## config.mk

```make
export PLATFORM = sky130hd
export DESIGN_NAME = l2_arbiter_flat
export DESIGN_NICKNAME = d
export VERILOG_FILES = /design/src/rtl/l2_arb_pkg.sv /design/src/rtl/l2_arbiter_if.sv /design/src/rtl/l2_arbiter_pick.sv /design/src/rtl/l2_arbiter.sv /design/src/flat_wrapper.sv
export SDC_FILE = /design/constraint.sdc
export NUM_CORES = 1
export LEC_CHECK = 0
export ABC_AREA = 0
export BUFFER_PORTS_ARGS = -buffer_cell sky130_fd_sc_hd__buf_2
export CORE_AREA = 2 2 546 548
export CTS_CLUSTER_DIAMETER = 100
export DETAILED_ROUTE_END_ITERATION = 10
export DIE_AREA = 0 0 548 550
export SLEW_MARGIN = 0
export SYNTH_ARGS = -nofsm -noshare
export SYNTH_HDL_FRONTEND = slang
export SYNTH_SLANG_ARGS = --single-unit
export TNS_END_PERCENT = 100
```

## constraint.sdc

```tcl
create_clock -name clk -period 1.9 [get_ports clk]
set_input_delay 0.38 -clock clk [delete_from_list [all_inputs] [get_ports clk]]
set_output_delay 0.38 -clock clk [all_outputs]
set_load 0.05 [all_outputs]
```

## src/rtl/l2_arb_pkg.sv

```systemverilog
// rtl/l2_arb_pkg.sv - shared types, widths and helpers for the L2 port arbiter
package l2_arb_pkg;

    localparam int S_LINE = 256;
    localparam int S_ADDR = 32;
    localparam int S_OFF  = 5;

    // Clears the byte-offset bits so every L2 access is line aligned
    localparam logic [S_ADDR-1:0] LINE_MASK = {{(S_ADDR-S_OFF){1'b1}}, {S_OFF{1'b0}}};

    typedef enum logic [1:0] {
        IDLE   = 2'd0,
        BUSY_I = 2'd1,
        BUSY_D = 2'd2,
        DONE   = 2'd3
    } arb_state_t;

    typedef enum logic {
        GNT_I = 1'b0,
        GNT_D = 1'b1
    } grant_t;

    function automatic logic [S_ADDR-1:0] line_align(input logic [S_ADDR-1:0] addr);
        return addr & LINE_MASK;
    endfunction

endpackage

```

## src/rtl/l2_arbiter_if.sv

```systemverilog
// rtl/l2_arbiter_if.sv - bundle of L1 request/response and L2 port signals
interface l2_arbiter_if;
    import l2_arb_pkg::*;

    logic              icache_read;
    logic [S_ADDR-1:0] icache_address;
    logic [S_LINE-1:0] icache_rdata;
    logic              icache_resp;

    logic              dcache_read;
    logic              dcache_write;
    logic [S_ADDR-1:0] dcache_address;
    logic [S_LINE-1:0] dcache_wdata;
    logic [S_LINE-1:0] dcache_rdata;
    logic              dcache_resp;

    logic              l2_read;
    logic              l2_write;
    logic [S_ADDR-1:0] l2_address;
    logic [S_LINE-1:0] l2_wdata;
    logic [S_LINE-1:0] l2_rdata;
    logic              l2_resp;

    // Arbiter side
    modport slave (
        input  icache_read, icache_address,
        input  dcache_read, dcache_write, dcache_address, dcache_wdata,
        input  l2_rdata, l2_resp,
        output icache_rdata, icache_resp,
        output dcache_rdata, dcache_resp,
        output l2_read, l2_write, l2_address, l2_wdata
    );

    // Environment side: the L1 caches and l2_cache together
    modport master (
        output icache_read, icache_address,
        output dcache_read, dcache_write, dcache_address, dcache_wdata,
        output l2_rdata, l2_resp,
        input  icache_rdata, icache_resp,
        input  dcache_rdata, dcache_resp,
        input  l2_read, l2_write, l2_address, l2_wdata
    );

endinterface

```

## src/rtl/l2_arbiter_pick.sv

```systemverilog
// rtl/l2_arbiter_pick.sv - two-way round-robin requester pick
module l2_arbiter_pick
    import l2_arb_pkg::*;
(
    input  logic   req_i,
    input  logic   req_d,
    input  grant_t last_grant,
    output logic   valid,
    output grant_t grant
);

    // A lone requester wins outright; on a tie the one not served last wins
    always_comb begin
        valid = req_i | req_d;
        grant = GNT_I;
        if (req_i && req_d) begin
            grant = (last_grant == GNT_I) ? GNT_D : GNT_I;
        end else if (req_d) begin
            grant = GNT_D;
        end
    end

endmodule

```

## src/rtl/l2_arbiter.sv

```systemverilog
// rtl/l2_arbiter.sv - shares one L2 line port between the L1 I-cache and D-cache
module l2_arbiter
    import l2_arb_pkg::*;
(
    input  logic         clk,
    input  logic         rst,
    l2_arbiter_if.slave  bus
);

    arb_state_t        state_q, state_d;
    grant_t            last_grant_q, last_grant_d;
    logic              read_q, read_d;
    logic              write_q, write_d;
    logic [S_ADDR-1:0] addr_q, addr_d;
    logic [S_LINE-1:0] wdata_q, wdata_d;

    logic   pick_valid;
    grant_t pick_grant;

    l2_arbiter_pick u_pick (
        .req_i      (bus.icache_read),
        .req_d      (bus.dcache_read | bus.dcache_write),
        .last_grant (last_grant_q),
        .valid      (pick_valid),
        .grant      (pick_grant)
    );

    // State and capture registers; last_grant resets to I so D wins the first tie
    always_ff @(posedge clk or negedge rst) begin
        if (!rst) begin
            state_q      <= IDLE;
            last_grant_q <= GNT_I;
            read_q       <= 1'b0;
            write_q      <= 1'b0;
            addr_q       <= '0;
            wdata_q      <= '0;
        end else begin
            state_q      <= state_d;
            last_grant_q <= last_grant_d;
            read_q       <= read_d;
            write_q      <= write_d;
            addr_q       <= addr_d;
            wdata_q      <= wdata_d;
        end
    end

    // Grant only from IDLE; the captured command is held until l2_resp, then
    // DONE gives the served L1 a cycle to drop its level request
    always_comb begin
        state_d      = state_q;
        last_grant_d = last_grant_q;
        read_d       = read_q;
        write_d      = write_q;
        addr_d       = addr_q;
        wdata_d      = wdata_q;
        case (state_q)
            IDLE: begin
                if (pick_valid) begin
                    last_grant_d = pick_grant;
                    if (pick_grant == GNT_D) begin
                        state_d = BUSY_D;
                        // A simultaneous read+write is illegal; the write wins
                        read_d  = bus.dcache_read & ~bus.dcache_write;
                        write_d = bus.dcache_write;
                        addr_d  = line_align(bus.dcache_address);
                        wdata_d = bus.dcache_wdata;
                    end else begin
                        state_d = BUSY_I;
                        read_d  = 1'b1;
                        write_d = 1'b0;
                        addr_d  = line_align(bus.icache_address);
                        wdata_d = '0;
                    end
                end
            end
            BUSY_I, BUSY_D: begin
                if (bus.l2_resp) begin
                    state_d = DONE;
                    read_d  = 1'b0;
                    write_d = 1'b0;
                end
            end
            DONE: begin
                state_d = IDLE;
            end
            default: begin
                state_d = IDLE;
                read_d  = 1'b0;
                write_d = 1'b0;
            end
        endcase
    end

    assign bus.l2_read      = read_q;
    assign bus.l2_write     = write_q;
    assign bus.l2_address   = addr_q;
    assign bus.l2_wdata     = wdata_q;

    // Responses only reach the granted requester; rdata is a plain fan-out
    assign bus.icache_resp  = (state_q == BUSY_I) & bus.l2_resp;
    assign bus.dcache_resp  = (state_q == BUSY_D) & bus.l2_resp;
    assign bus.icache_rdata = bus.l2_rdata;
    assign bus.dcache_rdata = bus.l2_rdata;

    a_d_rw_exclusive: assert property (@(posedge clk) disable iff (!rst)
        !(bus.dcache_read && bus.dcache_write))
        else $warning("dcache_read and dcache_write both high, write taken");

    a_resp_in_busy: assert property (@(posedge clk) disable iff (!rst)
        bus.l2_resp |-> (state_q == BUSY_I || state_q == BUSY_D))
        else $warning("stray l2_resp outside a granted transaction ignored");

endmodule

```

## src/flat_wrapper.sv

```systemverilog
// flat-port wrapper written by rule: the top's interface ports become plain ports
module l2_arbiter_flat import l2_arb_pkg::*;
  (clk, rst, bus_icache_read, bus_icache_address, bus_dcache_read, bus_dcache_write, bus_dcache_address, bus_dcache_wdata, bus_l2_rdata, bus_l2_resp, bus_icache_rdata, bus_icache_resp, bus_dcache_rdata, bus_dcache_resp, bus_l2_read, bus_l2_write, bus_l2_address, bus_l2_wdata);
  l2_arbiter_if bus_i ();
  input  logic clk;
  input  logic rst;
  input wire logic [$bits(bus_i.icache_read)-1:0] bus_icache_read;
  input wire logic [$bits(bus_i.icache_address)-1:0] bus_icache_address;
  input wire logic [$bits(bus_i.dcache_read)-1:0] bus_dcache_read;
  input wire logic [$bits(bus_i.dcache_write)-1:0] bus_dcache_write;
  input wire logic [$bits(bus_i.dcache_address)-1:0] bus_dcache_address;
  input wire logic [$bits(bus_i.dcache_wdata)-1:0] bus_dcache_wdata;
  input wire logic [$bits(bus_i.l2_rdata)-1:0] bus_l2_rdata;
  input wire logic [$bits(bus_i.l2_resp)-1:0] bus_l2_resp;
  output wire logic [$bits(bus_i.icache_rdata)-1:0] bus_icache_rdata;
  output wire logic [$bits(bus_i.icache_resp)-1:0] bus_icache_resp;
  output wire logic [$bits(bus_i.dcache_rdata)-1:0] bus_dcache_rdata;
  output wire logic [$bits(bus_i.dcache_resp)-1:0] bus_dcache_resp;
  output wire logic [$bits(bus_i.l2_read)-1:0] bus_l2_read;
  output wire logic [$bits(bus_i.l2_write)-1:0] bus_l2_write;
  output wire logic [$bits(bus_i.l2_address)-1:0] bus_l2_address;
  output wire logic [$bits(bus_i.l2_wdata)-1:0] bus_l2_wdata;
  assign bus_i.icache_read = bus_icache_read;
  assign bus_i.icache_address = bus_icache_address;
  assign bus_i.dcache_read = bus_dcache_read;
  assign bus_i.dcache_write = bus_dcache_write;
  assign bus_i.dcache_address = bus_dcache_address;
  assign bus_i.dcache_wdata = bus_dcache_wdata;
  assign bus_i.l2_rdata = bus_l2_rdata;
  assign bus_i.l2_resp = bus_l2_resp;
  assign bus_icache_rdata = bus_i.icache_rdata;
  assign bus_icache_resp = bus_i.icache_resp;
  assign bus_dcache_rdata = bus_i.dcache_rdata;
  assign bus_dcache_resp = bus_i.dcache_resp;
  assign bus_l2_read = bus_i.l2_read;
  assign bus_l2_write = bus_i.l2_write;
  assign bus_l2_address = bus_i.l2_address;
  assign bus_l2_wdata = bus_i.l2_wdata;
  l2_arbiter u_core (.clk(clk), .rst(rst), .bus(bus_i));
endmodule
```

; Word-level counts from Yosys, hierarchy flattened
; Cells that the tools add are included.
[classes]
n_eq_ne = 5
muxes = 16
n_reduce_logical = 7
bitwise_logic = 6
[op_table]
columns = operator, n
row1 = $mux 256, 1
row2 = $mux 32, 1
row3 = $mux 1, 8
row4 = $mux 2, 3
row5 = $pmux 2 s3, 1
row6 = $eq 2x2->1 const B, 2
row7 = $pmux 1 s2, 2
row8 = $reduce_and 2->1, 2
row9 = $and 1x1->1, 3
row10 = $reduce_and 3->1, 1
row11 = $eq 2x1->1 const B, 1
row12 = $logic_not 2->1, 1
row13 = $ne 2x1->1 const B, 1
row14 = $ne 2x2->1 const B, 1
row15 = $or 1x1->1, 2
row16 = $reduce_bool 2->1, 1
row17 = $reduce_or 2->1, 1
row18 = $logic_and 1x1->1, 1
row19 = $not 1->1, 1
[totals]
in_bits = 582
elab_cells = 40
register_bits = 293
output_inout_bits = 804

; Longest topological paths before layout
[logic_depth]
word_depth = 6
depth_mapped = 7
ltp_nobuf = 5

; Cells and area by module
; A second synthesis with hierarchy kept.
[hier_totals]
cells_unflattened = 1778
hier_area_um2 = 15633.7
[by_module_without_submodules]
columns = module, area_per_inst_um2, seq_area_each_um2, cells_per_inst, instances
row1 = l2_arbiter, 15620.0, 7206.9, 1776, 1
row2 = l2_arbiter_pick, 13.8, 0.0, 2, 1

; Least setup slack after synthesis
; No wires, ideal clock.
[synth_path]
kind = reg2reg
from = register u_core.state_q[0]
to = register u_core.state_q[0]
slack_ns = 0.251
period_less_slack_ns = 1.649
t_required_ns = 1.775
n_path_buf = 0
setup_ns = 0.125
t_arrival_ns = 1.524
path_stages_with_launch = 6
cell_sequence = dfrtp_1 > inv_1 > ha_1 > nor4b_1 > a21oi_1 > mux2_2
[synth_via]
elab_chain_cells = 4
word_cells_on_any_way = 9
cone_classes = eq/ne (5) / mux (1) / reduce/logical (3)
[synth_lines]
columns = element, line
row1 = start: declaration, l2_arbiter.sv:10  ; arb_state_t state_q, state_d;
row2 = start signal: assignment, l2_arbiter.sv:38  ; state_q <= state_d;
row3 = $eq 2x2->1 or $eq 2x1->1 (tied branches), l2_arbiter.sv:56  ; case (state_q)
row4 = $reduce_or 2->1, l2_arbiter.sv:56
row5 = $ne 2x2->1 (no line), n/a
row6 = $reduce_and 2->1 (no line), n/a
; Several ways; a longest one is shown, not always the timed one.
; A chain may end at the register's enable or synchronous reset.

; Worst setup path after layout
[layout_path]
from = register u_core.state_q[1]
to = register u_core.wdata_q[245] (netlist: u_core.bus.l2_wdata[245])
[layout_via]
elab_chain_cells = 2
[layout_lines]
columns = element, line
row1 = $logic_not 2->1, l2_arbiter.sv:56
row2 = $reduce_and 2->1 (no line), n/a
row3 = end signal: assignment, l2_arbiter.sv:43  ; wdata_q <= wdata_d;
row4 = end: declaration, l2_arbiter.sv:15  ; logic [S_LINE-1:0] wdata_q, wdata_d;
; Every way passes these cells.

==> results.cfg <==
[floorplanning]
die_y_um = 550
initial_core_util = 0.0493
ios = 1386
die_w_um = 548
rows = 200
core_area_um2 = 296000
dieArea_um2 = 301000

[worst_setup_path]
crit_fanout = 15
worstPathCellList = inv_2 -> buf_4 -> buf_4 -> ha_4 -> o31ai_4 -> buf_12 -> clkbuf_16 -> buf_12 -> clkbuf_16 -> a22o_1
cp_top_family = buffers and inverters
slowest_stage = dfrtp_1
max_stage_delay_ps = 430
crit_arrival_ps = 2600
cp-end-kind = flop
cp-start-kind = flop
worstSetupPathType = reg -> reg
crit_buf_inv = 7
worstPathRequired_ps = 2450

[yosys]
synth_edf_count = 0
synth_most_common_cell = buf_4
synth_flop_cell = dfrtp_1
async_reset_ff_frac = 1.00
synth_top_cell_by_area = dfrtp_1
synth.avg_cell_area_um2 = 11.8
syn_inst = 1237
synth_commonest_cells = buf_4, dfrtp_1, a22o_1, buf_2, mux2i_1
ys_types = 27
synth_warnings = 0
ys_seq_area_frac = 0.494
syn-cell-area_um2 = 14600
synth_top_area_share = 0.494
synth-seq-cells = 288
synth.area.top_cells = dfrtp_1, buf_4, a22o_1

[place]
place_hpwl_um = 144000
place.gp.congestion = 0.796
dp_cells = 5256
placed_area_um2 = 19000
io_buffer_count = 602
dp_slack_ps = -105

[layout]
n_fill_cell = 34104
areaGrowthSynthToFinish_pct = 71.8
fin_nets = 2307
stdcell_count = 5707
design_area_um2 = 25000
drive_above_1_share = 0.456

[grt]
gr-max-usage-layer = met2
grt_util_met3 = 0.120
grt_overflow = 0
gr-usage-met1 = 0.0799
grt_pass1_wl_um = 187000
use_met2 = 0.152
antenna_found_initial = 110
grt_max_degree = 118
grt_pass1_vias = 12530
track_usage = 0.103

[clocking]
htree_levels = 2
cts_buffers = 41
cts_tree = yes
clk_latency_ps = 660
cts.clk_slew.worst_paths_ps = 60
cts_root_buf = clkbuf_16
clock_sinks = 288
clock_path_buffers = 3

[run_status]
violations = setup timing
status = finished, violations left

[sta]
layout_min_cycle_time_ps = 2050
clock_skew_ps = 17.7
worstMarginPinSlew_ps = 703
fin_ws_ps = -154
setup_viol_count_final = 227
setup_tns_ps = -15100
relSlewSlack = 0.531
hold_violations = 0
maxSlewViolCount = 0
max_freq_mhz = 487
period_share = 1.08
rsz0062_at_grt = true

[run]
cap_violations = 0

[route]
drc_errors = 0
vias_per_cell = 2.22
dr_total_vias = 12683
drtIter0Drc = 1036
dr.pass1.iters = 5
wire_per_inst_um = 29.4
antenna_left = 0
wirelength_um = 168000

[pwr]
leakagePower_uw = 0.0106
p_total_uw = 47500
powerDensity_nw_per_um2 = 1900
peakVddDrop_mv = 0.739

[hold_path]
hp-class = in -> reg
[layout by cell type (no fill, tap or decap), types with 4 or more instances in the layout]
cell type | netlist | layout
clkinvlp_4 | 0 | 4
diode_2 | 0 | 15
clkbuf_1 | 3 | 6
buf_2 | 33 | 483
buf_4 | 520 | 143
buf_6 | 26 | 13
o21ai_0 | 27 | 27
dfrtp_1 | 288 | 287
buf_16 | 0 | 9
clkbuf_16 | 0 | 69
dlygate4sd3_1 | 0 | 302
buf_12 | 0 | 32
clkinv_2 | 0 | 5
mux2i_1 | 30 | 30
buf_8 | 0 | 9
a22o_1 | 256 | 256
nand2_1 | 27 | 27
clkbuf_8 | 0 | 7
conb_1 | 1 | 5
[sequential cells by signal, summed over array words and instances, names as in the netlist]
signal,count
u_core.bus.l2_read,1
u_core.bus.l2_address,27
u_core.bus.l2_write,1
u_core.state_q,2
u_core.last_grant_q,1
u_core.bus.l2_wdata,256
[logic make-up after synthesis]
kind of cell               Yosys count  synth area share
other                                1          0.000257
and+or+nand+nor                     34            0.0104
muxes                               31            0.0214
AOI/OAI and AO/OA                  293             0.169
adders and majority gates            4           0.00343
DFF                                288             0.494
buffers and inverters              586             0.301
[stage by stage]
stage,hold slack (ps),utilization
floorplan,84.4,-
finish,90.2,0.0848
CTS,11.0,0.0805
global placement,415,0.0642
global route,61.5,0.0847
detailed placement,426,0.0642
[worst reg2reg max path: stages (launching register included)]
cell and delay, ps:
dfrtp_1 430, inv_2 90, buf_4 110, buf_4 100
ha_4 180, o31ai_4 110, buf_12 150, clkbuf_16 170
buf_12 160, clkbuf_16 200, a22o_1 250
[area by class of cell]
type                            instances  area (um2)  share of cell area
Antenna cell                           15        37.5             0.00150
Multi-Input combinational cell        367        3050               0.122
Clock inverter                         21         272              0.0108
Inverter                                4        17.5            0.000699
Sequential cell                       288        7210               0.288
Timing Repair Buffer                 1019        8380               0.335
Tap cell                             3939        4930               0.197
Clock buffer                           54        1140              0.0457
[where the power goes]
part           switching, uW  internal, uW
clock network           3580          4740
logic                  20300          8320
registers               1780          8760
total                  25700         21800
[repair_timing]
action / in CTS / in global routing
cloned: 0 / 39
hold buffers: 302 / 0
buffers inserted: 2 / 20
setup endpoints to repair: 358 / 290
pin swaps: 0 / 81
endpoints found under the hold margin: 310 / 0
gates resized for setup: 131 / 48
[final timing paths]
| check | cells past startpoint | slack (ps) | end | startpoint |
|---|---|---|---|---|
| min in group asynchronous | 2 | 260 | u_core.bus.l2_wdata[212]$_DFFE_PN0P_ | rst |
| hold reg to reg | 2 | 490 | u_core.bus.l2_address[19]$_DFFE_PN0P_ | u_core.bus.l2_address[19]$_DFFE_PN0P_ |
| max in group asynchronous | 3 | 860 | u_core.bus.l2_wdata[108]$_DFFE_PN0P_ | rst |
| hold / removal | 3 | 90 | u_core.bus.l2_address[29]$_DFFE_PN0P_ | bus_icache_address[29] |
| setup / recovery | 10 | -150 | u_core.bus.l2_wdata[245]$_DFFE_PN0P_ | u_core.state_q[1]$_DFFE_PN0P_ |
| setup reg to reg | 10 | -150 | u_core.bus.l2_wdata[245]$_DFFE_PN0P_ | u_core.state_q[1]$_DFFE_PN0P_ |
[routing by layer]
metal	vias to the layer above	routed length (um)
met5	-	68
met4	6	9720
met3	567	41300
met2	1346	70100
met1	5958	46600
li1	4806	-
Power figures use the tool's default switching activity.
